$ cat src/rtl/mano_pkg.sv
// ---------------------------------------------------------------------------
// mano_pkg
// Shared constants and types for the Mano basic computer address-register
// slice.
//   D_AND..D_RR : bit positions in the one-hot opcode decode D[7:0]
//   T0..T7      : bit positions in the one-hot timing vector T
//   ar_state_t  : AR indirection FSM states
//                 (the FSM exists only when AR_INDIRECT_CHAIN_EN is defined)
// ---------------------------------------------------------------------------
package mano_pkg;

    localparam int unsigned D_AND = 0;
    localparam int unsigned D_ADD = 1;
    localparam int unsigned D_LDA = 2;
    localparam int unsigned D_STA = 3;
    localparam int unsigned D_BUN = 4;
    localparam int unsigned D_BSA = 5;
    localparam int unsigned D_ISZ = 6;
    localparam int unsigned D_RR  = 7;

    localparam int unsigned T0 = 0;
    localparam int unsigned T1 = 1;
    localparam int unsigned T2 = 2;
    localparam int unsigned T3 = 3;
    localparam int unsigned T4 = 4;
    localparam int unsigned T5 = 5;
    localparam int unsigned T6 = 6;
    localparam int unsigned T7 = 7;

    typedef enum logic {
        IDLE,
        IND
    } ar_state_t;

endpackage

$ cat src/rtl/mano_ar_ctrl.sv
// ---------------------------------------------------------------------------
// mano_ar_ctrl
// Pure combinational decode of the AR control strobes.
//   T   in  NT  one-hot timing vector
//   D   in  8   one-hot opcode decode
//   I   in  1   indirect bit of the current instruction
//   R   in  1   interrupt-cycle flag
//   ld  out 1   R'T0 | R'T2 | D7'IT3
//   clr out 1   RT0
//   inc out 1   D5T4
// A non-one-hot T decodes literally; the register applies the priority.
// ---------------------------------------------------------------------------
module mano_ar_ctrl
    import mano_pkg::*;
#(
    parameter int NT = 8
) (
    input  logic [NT-1:0] T,
    input  logic [7:0]    D,
    input  logic          I,
    input  logic          R,
    output logic          ld,
    output logic          clr,
    output logic          inc
);

    logic unused_bits;

    always_comb begin
        ld  = (~R & T[T0]) | (~R & T[T2]) | (~D[D_RR] & I & T[T3]);
        clr = R & T[T0];
        inc = D[D_BSA] & T[T4];
    end

    // Only a few bits of D and T take part in the AR decode.
    assign unused_bits = ^{D, T};

endmodule

$ cat src/rtl/mano_ar_unit.sv
// ---------------------------------------------------------------------------
// mano_ar_unit
// Address register (AR) of the Mano basic computer with its own control
// decode and optional multi-level indirection.
//   clk     in  1   rising-edge clock
//   rst     in  1   asynchronous, active-high reset
//   T       in  NT  one-hot timing vector
//   D       in  8   one-hot opcode decode
//   I       in  1   indirect bit of the current instruction
//   R       in  1   interrupt-cycle flag
//   bus_in  in  BW  common bus; bus_in[BW-1] is the indirect flag of a word
//   ar_q    out AW  AR contents (memory address)
//   ld      out 1   load strobe (combinational)
//   clr     out 1   clear strobe (combinational)
//   inc     out 1   increment strobe (combinational)
//   sc_hold out 1   freeze the sequence counter during chained indirection
//   ind_err out 1   sticky: indirection depth exceeded
// Configuration macro: AR_INDIRECT_CHAIN_EN
//   defined   : chained indirection up to MAX_IND loads via the IND state
//   undefined : single-level indirection; sc_hold and ind_err tied to 0
// ---------------------------------------------------------------------------
module mano_ar_unit
    import mano_pkg::*;
#(
    parameter int AW      = 12,
    parameter int BW      = 16,
    parameter int NT      = 8,
    parameter int MAX_IND = 4
) (
    input  logic          clk,
    input  logic          rst,
    input  logic [NT-1:0] T,
    input  logic [7:0]    D,
    input  logic          I,
    input  logic          R,
    input  logic [BW-1:0] bus_in,
    output logic [AW-1:0] ar_q,
    output logic          ld,
    output logic          clr,
    output logic          inc,
    output logic          sc_hold,
    output logic          ind_err
);

    generate
        if (MAX_IND < 1) begin : g_bad_max_ind
            $error("mano_ar_unit: MAX_IND must be at least 1");
        end
    endgenerate

    logic          in_ind;
    logic          ind_fetch;
    logic          ind_flag;
    logic          do_clr;
    logic          do_load;
    logic [AW-1:0] bus_word;
    logic          unused_bits;

    mano_ar_ctrl #(
        .NT (NT)
    ) u_ctrl (
        .T   (T),
        .D   (D),
        .I   (I),
        .R   (R),
        .ld  (ld),
        .clr (clr),
        .inc (inc)
    );

    assign ind_fetch = ~D[D_RR] & I & T[T3];
    assign ind_flag  = bus_in[BW-1];
    assign bus_word  = bus_in[AW-1:0];

    // Inside a chain every cycle reloads AR from the bus, and an interrupt
    // aborts the chain with AR cleared.
    assign do_clr  = clr | (in_ind & R);
    assign do_load = ld | in_ind;

    always_ff @(posedge clk or posedge rst) begin
        if (rst) begin
            ar_q <= '0;
        end else if (do_clr) begin
            ar_q <= '0;
        end else if (do_load) begin
            ar_q <= bus_word;
        end else if (inc) begin
            ar_q <= ar_q + AW'(1);
        end
    end

`ifdef AR_INDIRECT_CHAIN_EN
    localparam int DW = $clog2(MAX_IND + 1);

    ar_state_t     state;
    logic [DW-1:0] depth;
    logic [DW-1:0] depth_inc;
    logic          err_q;

    assign in_ind    = (state == IND);
    assign depth_inc = depth + DW'(1);

    // depth counts indirect loads of the current chain, including the load
    // that started it; the chain only begins if that load actually happened.
    always_ff @(posedge clk or posedge rst) begin
        if (rst) begin
            state <= IDLE;
            depth <= '0;
            err_q <= 1'b0;
        end else begin
            case (state)
                IDLE: begin
                    if (!clr && ind_fetch && ind_flag) begin
                        if (MAX_IND <= 1) begin
                            err_q <= 1'b1;
                        end else begin
                            state <= IND;
                            depth <= DW'(1);
                        end
                    end
                end
                IND: begin
                    if (R || !ind_flag) begin
                        state <= IDLE;
                        depth <= '0;
                    end else if (depth_inc == DW'(MAX_IND)) begin
                        state <= IDLE;
                        depth <= '0;
                        err_q <= 1'b1;
                    end else begin
                        depth <= depth_inc;
                    end
                end
                default: begin
                    state <= IDLE;
                    depth <= '0;
                end
            endcase
        end
    end

    assign sc_hold = in_ind;
    assign ind_err = err_q;
`else
    assign in_ind  = 1'b0;
    assign sc_hold = 1'b0;
    assign ind_err = 1'b0;
`endif

    // Upper bus bits and most decode lines are not needed by this slice.
    assign unused_bits = ^{bus_in[BW-1:AW], D, T, ind_fetch, ind_flag};

endmodule

$ cat config.mk
export PLATFORM = sky130hd
export DESIGN_NAME = mano_ar_unit
export DESIGN_NICKNAME = d
export VERILOG_FILES = /design/src/rtl/mano_pkg.sv /design/src/rtl/mano_ar_ctrl.sv /design/src/rtl/mano_ar_unit.sv
export SDC_FILE = /design/constraint.sdc
export NUM_CORES = 1
export LEC_CHECK = 0
export CAP_MARGIN = 20
export CORE_MARGIN = 4
export CORE_UTILIZATION = 30
export CTS_BUF_LIST = sky130_fd_sc_hd__clkbuf_4 sky130_fd_sc_hd__clkbuf_8 sky130_fd_sc_hd__clkbuf_16
export CTS_CLUSTER_DIAMETER = 30
export DETAILED_ROUTE_END_ITERATION = 12
export PLACE_DENSITY = 0.76
export SETUP_SLACK_MARGIN = 0.02
export SLEW_MARGIN = 20
export SYNTH_ARGS = -nofsm -noshare
export SYNTH_HDL_FRONTEND = slang
export SYNTH_SLANG_ARGS = --single-unit
export TNS_END_PERCENT = 5
$ cat constraint.sdc
create_clock -name clk -period 1.5 [get_ports clk]
set_clock_uncertainty 0.15 [all_clocks]
set_input_delay 0.45 -clock clk [delete_from_list [all_inputs] [get_ports clk]]
set_output_delay 0.45 -clock clk [all_outputs]
set_load 0.005 [all_outputs]
# Word-level counts from Yosys, hierarchy flattened
# Cells that the tools add are included.
[word_totals]
regBits = 12
latchBits = 0
ram_bits = 0
romBits = 0
inputBits = 36
output_inout_bits = 17
wordCells = 16
mem_count = 0
[op_classes]
add_sub_neg = 1
n_mul = 0
div = 0
order_cmp = 0
eq_ne = 0
shifts = 0
n_mux = 3
n_bitwise = 10
reduce_logical = 1
[op_table]
columns = ["operator", "count"]
rows = [
  ["$mux W12", 3],
  ["$add A12 B1 Y12 const B", 1],
  ["$and A1 B1 Y1", 6],
  ["$reduce_bool A3 Y1", 1],
  ["$not A1 Y1", 2],
  ["$or A1 B1 Y1", 2],
]

# Longest topological paths before layout
# Gate-level depths: netlist (run 1).
[logic_depth]
depth_word = 6
ltp_mapped = 5
depth_no_buf = 5

# Hierarchy
# Synthesis (run 1) repeated with hierarchy kept, for this count alone.
[unflattened]
hier_cells = 94
area_unflattened_um2 = 818.3
[by_module_without_submodules]
columns = ["mod", "n_inst", "cells_each", "area_per_inst_um2", "seq_area_each_um2"]
rows = [
  ["mano_ar_unit", 1, 89, 790.8, 300.3],
  ["mano_ar_ctrl", 1, 5, 27.5, 0.0],
]

# Worst setup path before layout (run 1)
# OpenSTA, ideal clock, no wires.
[synth_timing]
path_type = "input port to output port"
startpoint = "input T[0]"
endpoint = "output ld"
arrival_ns = 1.108
required_time_ns = 0.900
setup_slack_ns = -0.208
path_stages = 4
path_buffers = 1
cell_sequence = "nor2_1 > o22a_1 > clkbuf_1 > inv_1"
[synth_between]
elab_chain_cells = 3
[synth_lines]
columns = ["element", "line", "text"]
rows = [
  ["from (decl)", "mano_ar_unit.sv:32", "input logic [NT-1:0] T,"],
  ["$and A1 B1 Y1", "mano_ar_ctrl.sv:30", "ld = (~R & T[T0]) | (~R & T[T2]) | (~D[D_RR] & I & T[T3]);"],
  ["$or A1 B1 Y1 (2 in series)", "mano_ar_ctrl.sv:30", ""],
  ["to (decl)", "mano_ar_unit.sv:38", "output logic ld,"],
]
# No other way between the ends.

# Worst setup path after layout (run 1)
[layout_timing]
startpoint = "register ar_q[6]"
endpoint = "register ar_q[11]"
[layout_between]
elab_chain_cells = 4
[layout_lines]
columns = ["element", "line", "text"]
rows = [
  ["from (decl)", "mano_ar_unit.sv:37", "output logic [AW-1:0] ar_q,"],
  ["from (signal assigned)", "mano_ar_unit.sv:86", "ar_q <= bus_word;"],
  ["from (signal assigned)", "mano_ar_unit.sv:88", "ar_q <= ar_q + AW'(1);"],
  ["$add A12 B1 Y12", "mano_ar_unit.sv:88", ""],
  ["$mux W12", "mano_ar_unit.sv:87", "end else if (inc) begin"],
  ["$mux W12", "mano_ar_unit.sv:85", "end else if (do_load) begin"],
  ["$mux W12", "mano_ar_unit.sv:83", "end else if (do_clr) begin"],
]
# No other way between the ends. The select of a mux whose other input is x is not followed.
# A chain may end at the register's enable or synchronous reset.

==> summary.txt, run 1 <==
CP Cell Sequence = buf_4, and4_4, nand4bb_4, or3_1, a31oi_1
Unrepaired setup endpoints after global routing = true
FFs w/ async S/R, synth = 1.00
Most common cell after layout, fill and taps aside = buf_4
DR vias = 787
Ports = 53
Flop2flop setup slack = -0.07 ns
Starting DRC count in detailed routing = 11
Vias in the first global route = 855
Final setup fails = 4
Final nets = 182
Required @ worst endpoint = 1.56 ns
Clock tree sinks = 12
Critical Path End Type = flip-flop
Sequential share of power = 0.395
Cells after Synth = 80
Placeable Area = 2250 um^2
Initial Utilization = 0.323
Initial antenna violation count = 0
Metal-1 WL = 969 um
Reg2reg end = ar_q[11]
Stages on worst setup path = 5
Total congestion overflow = 0
R2R cell count = 5
Post-route setup slack = -0.0707 ns
Most frequent cells in the layout = buf_4, clkdlybuf4s50_1, dfrtp_1, o21ai_0, buf_2
Largest cells by area after synthesis = dfrtp_1, xor2_1, o21ai_0, a21oi_1, nand2_1
Horiz. Die Dim = 57.3 um
Syn Std Cell Area = 728 um^2
Pleak = 0.601 nW
Num CTS Buffers = 3
Biggest register = ar_q
Gpl congestion = 0.778
IO Port Bufs = 36
CTS tree = done
Metal2 WL = 1.06 mm
Top cell family by delay on the critical path = simple AND/OR/NAND/NOR gates
Pre-CTS setup slack = -0.888 ns
Placed cell count = 160
Status = finished with violations
Final core utilization = 0.565
Ant diodes = 0
Post-synthesis sequential area ratio = 0.412
EDFF count, synth = 0
Pre-antenna DRT Iters = 4
Synth area leader = dfrtp_1
Crit path to = ar_q[11]
Clock power share = 0.208
Main synth FF type = dfrtp_1
Final min period = 1.57 ns
Gr usage total = 0.148
Biggest regs = ar_q x12
Worst Path Max Fanout = 3
Worst EP arrival = 1.63 ns
DP HPWL = 1.66 mm
DRC Markers = 0
WS Path Type = reg -> reg
Top layer in use = met4
H-tree depth = 1
WL met3 = 134 um
Row cnt = 17
Vias per cell = 4.60
Final Hold Vio Count = 0
Worst min path class = in -> async
Pwr dens = 775 nW/um^2
Crit path launch type = flip-flop
Cell-internal power = 0.686 mW
Switching power total = 0.301 mW
CTS Buffer Depth = 2
DIE AREA = 3280 um^2
Largest net degree at the start of global routing = 25
Fmax = 637 MHz
Wire per inst = 12.9 um
Fin crit share = 1.05
Sw Ratio = 0.305
CP max stage delay = 0.36 ns
First-pass GRT wire length = 3.74 mm
Max cap viols = 0
Die height = 57.3 um
Netlist cell types = 27
Reg clk slew, reported paths = 0.07 ns
Worst setup path startpoint = ar_q[6]
Slowest cell on the critical path = dfrtp_1
Fraction of layout cells with a size suffix above 1 = 0.434
Maximum vdd drop = 0.000380 V
CTS Root Cell = clkbuf_4
Post-route ant nets = 0
Worst skew pair latency = 0.28 ns
Cts hold-fix bufs = 0
Crit path buf inv count = 1
Layout area overhead = 74.9%
Fillers = 226
Failing checks = setup timing
Yosys Warn Count = 0
Max FFs per register = 12
Yosys top cell area share = 0.412
Worst flop-to-flop path startpoint = ar_q[6]
Slew Limit Fails = 0
Wirelength, routed = 2.21 mm
Non-Filler Instances = 171
Mean post-synth cell area = 9.10 um^2
Combinational power share = 0.396
#FFs+latches synth = 12
==> layout make-up <==
| class | instances | area (um^2) | share of cell area |
|---|---|---|---|
| clock buffers | 3 | 22.5 | 0.0177 |
| inverters | 4 | 16.3 | 0.0128 |
| multi-input cells | 61 | 418 | 0.328 |
| flip-flops and latches | 12 | 300 | 0.236 |
| well taps | 28 | 35.0 | 0.0275 |
| repair buffers | 63 | 482 | 0.378 |
==> kinds of logic after synthesis <==
logic type | count (synthesis) | synth area share
fa+ha+maj | 1 | 0.0172
buf+inv | 8 | 0.0515
simple gates | 25 | 0.217
other cells | 1 | 0.00515
xor+xnor | 10 | 0.120
flops | 12 | 0.412
compound gates | 23 | 0.177
==> how the worst min path moves through the flow <==
stage                    end  slack, ns  startpoint  depth (start not counted)
floorplan            ar_q[0]       0.16         rst                          1
global placement    ar_q[11]       0.40    ar_q[11]                          2
detailed placement  ar_q[11]       0.42    ar_q[11]                          2
CTS                 ar_q[10]       0.31         rst                          3
global route         ar_q[5]       0.33         rst                          3
finish               ar_q[5]       0.31         rst                          3
==> stage by stage <==
step / setup TNS [ns] / hold slack (ns) / power (mW) / area (um^2)
floorplan: -0.0950 / 0.165 / 0.544 / 749
global placement: -7.84 / 0.404 / 0.779 / 1250
detailed placement: -8.29 / 0.423 / 0.789 / 1250
CTS: -0.385 / 0.310 / 0.999 / 1280
global route: -0.558 / 0.327 / 1.06 / 1270
finish: -0.154 / 0.307 / 0.987 / 1270
==> power groups by stage <==
stage / Combinational [mW] / Clock [mW] / Sequential [mW]
floorplan: 0.123 / 0 / 0.421
global placement: 0.370 / 0 / 0.409
detailed placement: 0.377 / 0 / 0.412
CTS: 0.395 / 0.213 / 0.390
global route: 0.432 / 0.232 / 0.397
finish: 0.391 / 0.206 / 0.390
==> timing repair <==
item	4_1_cts	5_1_grt
setup buffers	8	0
endpoints found under the setup margin	27	18
gates resized for setup	69	16
pin swaps	11	5
==> worst reg2reg max path: cells and delay by family (launching register included) <==
family,cells,cell delay (ns)
AOI/OAI and AO/OA,1,0.16
buffers and inverters,1,0.12
DFF,1,0.36
and+or+nand+nor,3,0.71
==> cell usage after synthesis (all sizes together) (2+ instances only) <==
master  instances
nand4           3
a211oi          2
buf             2
nand2           8
nor2            4
xnor2           3
a21oi           8
and4            2
o21ai          10
dfrtp          12
inv             3
clkbuf          2
nand3           3
xor2            7
==> metal layers <==
| metal | track usage | up-vias |
|---|---|---|
| met5 | 0 | - |
| met4 | 0.0795 | 0 |
| met3 | 0.0452 | 3 |
| met2 | 0.253 | 24 |
| met1 | 0.164 | 355 |
| li1 | - | 405 |
Power figures use the tool's default switching activity.
==> inputs of run 2 (changes only) <==
==> constraint.sdc (replaced) <==
create_clock -name clk -period 1.5 [get_ports clk]
set_clock_uncertainty 0.15 [all_clocks]
set_input_delay 0.45 -clock clk [delete_from_list [all_inputs] [get_ports clk]]
set_output_delay 0.45 -clock clk [all_outputs]
set_load 0.02 [all_outputs]
==> run 2 against run 1 <==
Net effect: the flow still finishes with violations (setup timing); hold slack worse by 0.011 ns; cell count down 1.8%; critical path depth unchanged; maximum frequency down 1.6%; non-clock buffer count down 4; power up 11%; combinational power up 17%; die area unchanged; routed wire length up 2.8%; count of clock-buffer cells in the layout up 1; highest routed layer unchanged.
==> summary.txt, run 2 (synthesis results as in run 1) <==
Initial antenna violation count = 0
Fillers = 227
Flop2flop setup slack = 0 ns
Post-CTS setup repair buffer count = 0
Wirelength, routed = 2.27 mm
Status = finished with violations
Ant diodes = 0
Max FFs per register = 12
Gr usage total = 0.151
Setup TNS = -0.0961 ns
Die height = 57.3 um
Worst flop-to-flop path startpoint = ar_q[6]
DP HPWL = 1.70 mm
Critical Path End Type = output pin
Placeable Area = 2250 um^2
Ports = 53
Biggest register = ar_q
FF/Latch Area = 302 um^2
Row cnt = 17
Stages on worst setup path = 5
Met3 usage = 0.0407
Final design area excluding fillers = 1290 um^2
Gpl congestion = 0.817
CTS Buffer Depth = 2
Pleak = 0.603 nW
WS Path Type = in -> out
CP Cell Sequence = buf_6, nor2_4, o22a_1, inv_6, buf_6
CTS tree = done
Num CTS Buffers = 3
Horiz. Die Dim = 57.3 um
DR vias = 802
Worst skew pair latency = 0.29 ns
Reg2reg end = ar_q[11]
H-tree depth = 1
Final min period = 1.60 ns
Vias in the first global route = 828
Clock tree sinks = 12
DRC Markers = 0
Fin crit share = 1.06
Slew Limit Fails = 0
Failing checks = setup timing
CTS Root Cell = clkbuf_4
Area after DPL = 1290 um^2
Cell-internal power = 0.718 mW
CP max stage delay = 0.22 ns
Final setup fails = 2
Tot Pwr = 1.09 mW
Top cell family by delay on the critical path = buffers and inverters
Worst Path Max Fanout = 2
R2R cell count = 4
Most Crowded Layer GR = met2
Switching power total = 0.374 mW
Crit path to = ld
Area of the multi-input gates = 439 um^2
Met2 Track Usage GR = 0.263
Required @ worst endpoint = 0.90 ns
Final Hold Vio Count = 0
Pre-CTS setup slack = -1.04 ns
Fraction of layout cells with a size suffix above 1 = 0.464
Wire per inst = 13.5 um
Total congestion overflow = 0
Clock power share = 0.220
Post-route ant nets = 0
Slowest cell on the critical path = o22a_1
Max cap viols = 0
Worst setup path startpoint = T[2]
Final nets = 178
Biggest regs = ar_q x12
Vias per cell = 4.77
Crit path buf inv count = 3
Starting DRC count in detailed routing = 4
Most frequent cells in the layout = buf_4, buf_2, clkdlybuf4s50_1, dfrtp_1, o21ai_0
Fmax = 627 MHz
Maximum vdd drop = 0.000468 V
First-pass GRT wire length = 3.89 mm
Sequential share of power = 0.362
Largest net degree at the start of global routing = 25
Sw Ratio = 0.342
Initial Utilization = 0.323
Most common cell after layout, fill and taps aside = buf_4
Pwr dens = 844 nW/um^2
Crit path launch type = input port
Worst EP arrival = 1.00 ns
Combinational power share = 0.417
DIE AREA = 3280 um^2
Worst min path class = in -> async
Post-route setup slack = -0.0959 ns
Cts hold-fix bufs = 0
Unrepaired setup endpoints after global routing = true
Min Hold Slack = 0.296 ns
Reg clk slew, reported paths = 0.09 ns
Layout area overhead = 77.7%
IO Port Bufs = 36
M1 GR Usage = 0.174
Crit path top cell by count = buf_6
Pre-antenna DRT Iters = 3
-- run 2: changes by cell type in the layout (fill, tap and decap cells not counted), moves of 2 or more --
cell	before	now
buf_2	10	17
buf_4	27	20
buf_6	3	9
clkbuf_2	7	0
nand3_1	2	0
nand3_2	1	3
-- run 2: routing by layer --
layer / wire length [um] / up-vias
met4: 32 / 0
met3: 153 / 3
met2: 1180 / 24
li1: - / 403
met1: 910 / 372
met5: 0 / -
-- run 2: final cells by class --
| class | count | share of cell area |
|---|---|---|
| repair buffers | 59 | 0.361 |
| multi-input cells | 61 | 0.339 |
| flip-flops and latches | 12 | 0.233 |
| well taps | 28 | 0.0271 |
| clock buffers | 4 | 0.0232 |
| inverters | 4 | 0.0164 |
-- run 2: stage by stage --
stage / utilization / cells
2_1_floorplan: - / 81
3_3_place_gp: 0.573 / 164
3_5_place_dp: 0.573 / 164
4_1_cts: 0.557 / 168
5_1_grt: 0.574 / 168
6_report: 0.574 / 168
-- run 2: power groups by stage --
stage	logic, mW	registers (mW)	clock network (mW)
floorplan	0.135	0.471	0
global placement	0.465	0.397	0
detailed placement	0.475	0.399	0
CTS	0.443	0.394	0.250
global route	0.493	0.402	0.265
finish	0.456	0.395	0.241
-- run 2: timing repair --
action                                  CTS  global route
endpoints found under the setup margin   27            14
gates resized for setup                 104             9
pin swaps                                12             3
-- run 2: worst min-delay path by stage --
stage,endpoint,slack (ns),cells past startpoint
4_1_cts,ar_q[10],0.30,3
3_3_place_gp,ar_q[11],0.48,3
6_report,ar_q[10],0.30,3
2_1_floorplan,ar_q[0],0.16,1
5_1_grt,ar_q[10],0.34,3
3_5_place_dp,ar_q[11],0.50,3
-- run 2: worst reg2reg max path, cell delays in order, from the launching register on --
cell       delay, ns
dfrtp_1         0.39
and4_4          0.26
nand4bb_4       0.11
or3_1           0.35
a31oi_1         0.17
